--- src/rtl/grey_incr_sched_pkg.sv ---
// Shared widths and FSM state encoding for the grey-counter increment scheduler.
package grey_incr_sched_pkg;

  localparam int NREQ_DEF = 4;
  localparam int BW_DEF   = 4;
  localparam int DW_DEF   = 4;

  typedef enum logic [1:0] {
    S_IDLE  = 2'd0,
    S_PULSE = 2'd1,
    S_GAP   = 2'd2,
    S_DONE  = 2'd3
  } state_t;

endpackage

--- src/rtl/grey_incr_sched_rr_arbiter.sv ---
// Combinational round-robin pick: search starts one past the last winner and wraps.
module rr_arbiter #(
  parameter int NREQ = 4,
  parameter int LW   = 2
) (
  input  logic [NREQ-1:0] req,
  input  logic [LW-1:0]   last,
  output logic [NREQ-1:0] win,
  output logic [LW-1:0]   win_idx
);

  int          idx;
  logic [LW-1:0] idx_l;
  logic        found;

  always_comb begin
    win     = '0;
    win_idx = '0;
    found   = 1'b0;
    idx     = 0;
    idx_l   = '0;
    for (int i = 0; i < NREQ; i++) begin
      idx   = (int'(last) + 1 + i) % NREQ;
      idx_l = LW'(idx);
      if (!found && req[idx_l]) begin
        found        = 1'b1;
        win_idx      = idx_l;
        win[idx_l]   = 1'b1;
      end
    end
  end

endmodule

--- src/rtl/grey_incr_sched.sv ---
// Round-robin scheduler issuing gap-spaced incr bursts to a shared grey counter.
module grey_incr_sched
  import grey_incr_sched_pkg::*;
#(
  parameter int NREQ = NREQ_DEF,
  parameter int BW   = BW_DEF,
  parameter int DW   = DW_DEF
) (
  input  logic                 clk,
  input  logic                 rst,
  input  logic                 enable,
  input  logic [NREQ-1:0]      req,
  input  logic [NREQ*BW-1:0]   burst,
  input  logic [DW-1:0]        gap,
  output logic                 incr,
  output logic [NREQ-1:0]      gnt,
  output logic [NREQ-1:0]      ack,
  output logic                 busy,
  output state_t               dbg_state
);

  localparam int LW = (NREQ > 1) ? $clog2(NREQ) : 1;

  // Handshake: req is a level held until its one-cycle ack; gnt stays high
  // from the grant edge through the DONE cycle, and no burst is preempted.

  state_t          state, state_n;
  logic [BW-1:0]   remain, remain_n;
  logic [DW-1:0]   gap_q, gap_q_n;
  logic [DW-1:0]   gcnt, gcnt_n;
  logic [NREQ-1:0] gnt_q, gnt_n;
  logic [LW-1:0]   widx, widx_n;
  logic [LW-1:0]   last, last_n;

  logic [NREQ-1:0] win;
  logic [LW-1:0]   win_idx;
  logic [BW-1:0]   sel_burst;

  rr_arbiter #(.NREQ(NREQ), .LW(LW)) u_arb (
    .req     (req),
    .last    (last),
    .win     (win),
    .win_idx (win_idx)
  );

  assign sel_burst = burst[win_idx*BW +: BW];

  always_ff @(posedge clk or negedge rst) begin
    if (!rst) begin
      state  <= S_IDLE;
      remain <= '0;
      gap_q  <= '0;
      gcnt   <= '0;
      gnt_q  <= '0;
      widx   <= '0;
      last   <= LW'(NREQ - 1);
    end else begin
      state  <= state_n;
      remain <= remain_n;
      gap_q  <= gap_q_n;
      gcnt   <= gcnt_n;
      gnt_q  <= gnt_n;
      widx   <= widx_n;
      last   <= last_n;
    end
  end

  always_comb begin
    state_n  = state;
    remain_n = remain;
    gap_q_n  = gap_q;
    gcnt_n   = gcnt;
    gnt_n    = gnt_q;
    widx_n   = widx;
    last_n   = last;
    case (state)
      S_IDLE: begin
        if (|req) begin
          remain_n = sel_burst;
          gap_q_n  = gap;
          gnt_n    = win;
          widx_n   = win_idx;
          state_n  = (sel_burst == '0) ? S_DONE : S_PULSE;
        end
      end
      S_PULSE: begin
        // A stalled pulse is simply re-presented once enable returns.
        if (enable) begin
          remain_n = remain - BW'(1);
          if (remain == BW'(1)) begin
            state_n = S_DONE;
          end else if (gap_q == '0) begin
            state_n = S_PULSE;
          end else begin
            gcnt_n  = gap_q;
            state_n = S_GAP;
          end
        end
      end
      S_GAP: begin
        if (enable) begin
          if (gcnt == DW'(1)) begin
            state_n = S_PULSE;
          end else begin
            gcnt_n = gcnt - DW'(1);
          end
        end
      end
      S_DONE: begin
        last_n  = widx;
        gnt_n   = '0;
        state_n = S_IDLE;
      end
      default: state_n = S_IDLE;
    endcase
  end

  assign incr      = (state == S_PULSE) && enable;
  assign ack       = (state == S_DONE) ? gnt_q : '0;
  assign gnt       = gnt_q;
  assign busy      = (state != S_IDLE);
  assign dbg_state = state;

endmodule

--- config.mk ---
export PLATFORM = sky130hd
export DESIGN_NAME = grey_incr_sched
export DESIGN_NICKNAME = d
export VERILOG_FILES = /design/src/rtl/grey_incr_sched_pkg.sv /design/src/rtl/grey_incr_sched_rr_arbiter.sv /design/src/rtl/grey_incr_sched.sv
export SDC_FILE = /design/constraint.sdc
export NUM_CORES = 1
export LEC_CHECK = 0
export ABC_CLOCK_PERIOD_IN_PS = 4150
export CAP_MARGIN = 10
export CORE_MARGIN = 5
export CORE_UTILIZATION = 51
export DETAILED_ROUTE_END_ITERATION = 12
export PLACE_DENSITY = 0.78
export REMOVE_ABC_BUFFERS = 1
export SLEW_MARGIN = 10
export SYNTH_ARGS = -nofsm -noshare
export SYNTH_HDL_FRONTEND = slang
export SYNTH_SLANG_ARGS = --single-unit
--- constraint.sdc ---
create_clock -name clk -period 4.15 [get_ports clk]
set_input_delay 0.83 -clock clk [delete_from_list [all_inputs] [get_ports clk]]
set_output_delay 0.83 -clock clk [all_outputs]
set_load 0.02 [all_outputs]
# Yosys cells after proc, flatten, opt, wreduce, memory -nomap -nowiden
# Cells that the tools add are included.
# op_classes
n_addsub	6
n_lt_le_gt_ge	8
n_eq_ne	12
shift	1
n_mux	47
bitwise_logic	3
reduce_logical	24
# ops
op	count
4-bit two-way mux	13
4-bit case mux with 2 select lines	3
2-bit two-way mux	11
16-bit by 5-bit indexed part select with 4-bit output	1
2-bit inequality test, second input constant	7
2-bit by 3-bit less-than comparator with 1-bit output, second input constant	4
4-bit bitwise OR	3
1-bit two-way mux	11
1-bit binary-select mux with 2-bit select	4
1-bit demux with 2-bit select	4
4-bit by 1-bit == test with 1-bit output, second input constant	2
2-bit by 1-bit greater-or-equal comparator with 1-bit output, second input constant	4
1-bit logical AND	8
4-bit zero test	2
2-bit case mux with 4 select lines	1
2-bit nonzero test	4
4-bit by 1-bit subtractor with 4-bit output, second input constant	2
6-bit AND reduction	1
2-bit by 1-bit adder with 2-bit output, second input constant	2
2-bit adder, second input constant	2
2-bit == test, second input constant	2
2-bit AND reduction	2
4-bit AND reduction	1
4-bit OR reduction	1
other kinds (4)	6
# totals
regBits	22
inputBits	27
out_inout_bits	12

# Logic depth before layout (Yosys ltp)
# logic_depth
depth_word	18
mapped_depth	12
ltp_nobuf	10

# Modules after synthesis
# From an unflattened synthesis, not the netlist that was laid out.
# unflattened
hier_cells	206
hier_area_um2	1825.5
# modules_own_cells
module	n_inst	cells_per_inst	area_each_um2	seq_area_each_um2
grey_incr_sched	1	143	1313.8	553.0
rr_arbiter	1	63	511.7	0.0

# Worst setup path after synthesis
# Ideal clock, no wire load.
# synth_path
path_type	reg-to-reg
startpoint	reg last[0]
endpoint	reg remain[2]
t_arrival_ns	3.061
required_ns	4.024
slack_ns	0.963
stages_incl_launch_ff	12
n_path_buf	1
path_cell_list	dfstp_2 > buf_6 > inv_1 > ha_1 > or2_2 > or4_4 > a21oi_4 > nor3b_2 > nor2_4 > mux2i_1 > a22oi_1 > a221o_1
# synth_via
elab_chain_len	16
elab_cells_between_ends	28
# synth_rtl
item	line_no	text
start, declared	grey_incr_sched.sv:33	logic [LW-1:0] last, last_n;
start signal, assigned	grey_incr_sched.sv:56	last <= LW'(NREQ - 1);
start signal, assigned	grey_incr_sched.sv:64	last <= last_n;
2-bit by 1-bit adder with 2-bit output (*)	grey_incr_sched_rr_arbiter.sv:23	idx = (int'(last) + 1 + i) % NREQ;
parallel branches: the longest is 11 deep, another holds 2-bit adder	--	
2-bit two-way mux (*)	grey_incr_sched_rr_arbiter.sv:25	if (!found && req[idx_l]) begin
16-bit by 5-bit indexed part select with 4-bit output (*)	grey_incr_sched.sv:46	assign sel_burst = burst[win_idx*BW +: BW];
4-bit two-way mux (*)	grey_incr_sched.sv:78	if (|req) begin
4-bit case mux with 2 select lines (*)	grey_incr_sched.sv:76	case (state)
end signal, assigned	grey_incr_sched.sv:59	remain <= remain_n;
end, declared	grey_incr_sched.sv:28	logic [BW-1:0] remain, remain_n;
# Mark *: on every way between the ends. The select of a mux whose other input is x is not followed.
# A chain may end at the register's enable or synchronous reset.

# Final worst setup path
# Ends and elaborated chain as after synthesis.

==> impl_metrics.ini <==
[status]
outcome = finished clean

[clock_network]
tritoncts = yes
cts_resized = 0
cts_made_buffers = 3
clock-root-buffer = clkbuf_4
h-tree-depth = 1
cts_setup_buffers = 0
cts_hold_buf = 0
clk_latency_ns = 0.32
clk_pin_slew_worst_paths_ns = 0.13
clock_sinks = 22
cts_buffer_depth = 2

[synth]
yosysWarnings = 0
synth.most_common_cell = nand2_1
netlist_instances = 199
ys_top_cells_by_area = dfrtp_1 (28%), ha_1 (8.5%), mux2i_1 (5.1%)
synth_top_area_share_pct = 28.2
synth.distinct_cells = 52
syn-mean-instance-area_um2 = 8.91
ys_async_sr_fraction_pct = 100
synthesis.area_um2 = 1770
synth-edff-count = 0
yosys.area.top_type = dfrtp_1
synth-main-ff-cell = dfrtp_1
synth-seq-cells = 22
synthTopCellsByCount = nand2_1 (22), dfrtp_1 (20), nor2_1 (19)
ys_seq_area_share_pct = 31.2

[setup_path]
crit_arrival_ns = 3.76
endpoint_kind = flip-flop
critPathKind = reg -> reg
start_kind = flip-flop
worstPathMaxFanout = 14
crit_required_ns = 4.38

[global_route]
grtUsageTotal_pct = 18.7
grt_pass1_wl_um = 6840
antenna_found_initial = 0
grt_start_max_net_pins = 23
grt-ovfl-total = 0
grt_pass1_vias = 1560

[placement]
place_area_um2 = 2200
gp_congestion = 0.896
portBuffers = 38
post-dp-hpwl_um = 3180
dp.cells = 280

[timing]
slew_viol_final = 0
slew_headroom_pct = 36.0
fmax_mhz = 283
setup_viol = 0
min_period_ns = 3.53
worstMarginPinSlew_ns = 0.957
fin_skew_ns = 0.0145
hold_viol = 0
fin_setup_tns_ns = 0
rsz0062_at_grt = false
post-route-period-util_pct = 85.1

[route]
dr.first_iter.drc_count = 62
wire_per_inst_um = 14.2
via_per_inst = 5.75
vias = 1632
drcViolationCount = 0
ant_nets = 0
wl_um = 4040
firstDrtPassIters = 4

[cells_and_area]
fin_area_um2 = 2250
fin_util_pct = 67.0
nets = 278
area_growth_pct = 27.0
stdcell_count = 284
drive_gt1_share_pct = 11.8
n_antenna_cell = 0

[pwr]
p_leak_uw = 0.000970
swShare_pct = 46.8
sequentialPowerShare_pct = 25.4
pwr-share-clk_pct = 9.4
fin_total_pwr_uw = 1780
p_int_uw = 947
ir_worst_vdd_mv = 0.419
comb_power_share_pct = 65.2
p_switching_uw = 834
powerDensity_nw_per_um2 = 791

[floorplan]
die_x_um = 69.0
die_area_um2 = 4760
core_region_area_um2 = 3360
die_height_um = 69.0
rows = 21
initial_core_util_pct = 52.7
ios = 39

[run]
cap_violations = 0

[hold_path]
min_path_type = reg -> reg
-- placed cells by master (no fill, tap or decap), types with 2 or more instances in the layout --
master	instances
clkdlybuf4s50_1	38
nand2_1	22
dfrtp_1	20
nor2_1	19
o21ai_0	16
a21oi_1	14
ha_1	12
mux2i_1	9
inv_1	7
nand3_1	6
nor3_1	5
a22oi_1	5
and3_1	4
nor2b_1	4
a221oi_1	4
mux2_2	3
clkbuf_4	3
or2_2	2
a21o_1	2
a31oi_1	2
nand2b_1	2
nor4_1	2
nor3b_1	2
o21a_1	2
a221o_1	2
dfstp_2	2
buf_4	2
-- critical path, cell delays in order (launching register included) --
cell	delay (ns)
dfstp_2	0.75
inv_1	0.25
ha_1	0.30
or2_2	0.34
or4_4	0.56
a21oi_4	0.24
nor3b_2	0.12
nor2_4	0.21
mux2i_1	0.21
a22oi_1	0.11
a221o_1	0.36
-- registers in the layout (all words and copies together) (netlist names) --
register,flops
dbg_state,2
gap_q,4
gcnt,4
gnt,4
last,2
remain,4
widx,2
-- layer usage --
layer / GRT usage (%) / vias to the layer above / part of all wire [%]
met4: 7.54 / 0 / 2.4
met2: 30.4 / 49 / 46
met3: 3.89 / 8 / 5.3
li1: - / 816 / -
met1: 24.2 / 759 / 47
met5: 0 / - / 0
-- area by class of cell --
type / count / area (µm²)
tap: 46 / 57.6
multi-input combinational: 165 / 1170
sequential: 22 / 553
timing repair buffer: 40 / 395
inverter: 7 / 26.3
clock buffer: 3 / 22.5
fill: 296 / 1110
clock inverter: 1 / 30.0
-- cell families after synthesis --
logic type                 count (synthesis)  synth area share [%]
AOI/OAI and AO/OA                         60                  24.2
adders and majority gates                 12                  8.47
buffers and inverters                     12                  2.96
DFF                                       22                  31.2
muxes                                     14                  9.32
and+or+nand+nor                           79                  23.9
-- per-stage QoR --
stage,hold WS [ns],worst slack [ns]
2_1_floorplan,0.442,0.916
6_report,0.503,0.618
3_3_place_gp,0.462,0.599
5_1_grt,0.511,0.372
3_5_place_dp,0.467,0.528
4_1_cts,0.496,0.612
-- path summary, 6_finish.rpt --
kind,from,end,slack [ns],cells past startpoint
min in group asynchronous,rst,gcnt[0],1.02,1
max in group asynchronous,rst,widx[0],2.54,1
setup / recovery,last[0],remain[2],0.62,10
hold reg to reg,widx[0],widx[0],0.50,2
hold / removal,widx[0],widx[0],0.50,2
setup reg to reg,last[0],remain[2],0.62,10
-- power by group through the flow --
| stage | Clock (µW) | Combinational (µW) | Sequential [µW] |
|---|---|---|---|
| 2_1_floorplan | 0 | 853 | 445 |
| 4_1_cts | 171 | 1160 | 450 |
| 3_3_place_gp | 0 | 1140 | 451 |
| 6_report | 167 | 1160 | 453 |
| 3_5_place_dp | 0 | 1160 | 456 |
| 5_1_grt | 178 | 1290 | 472 |
Power figures use the tool's default switching activity.
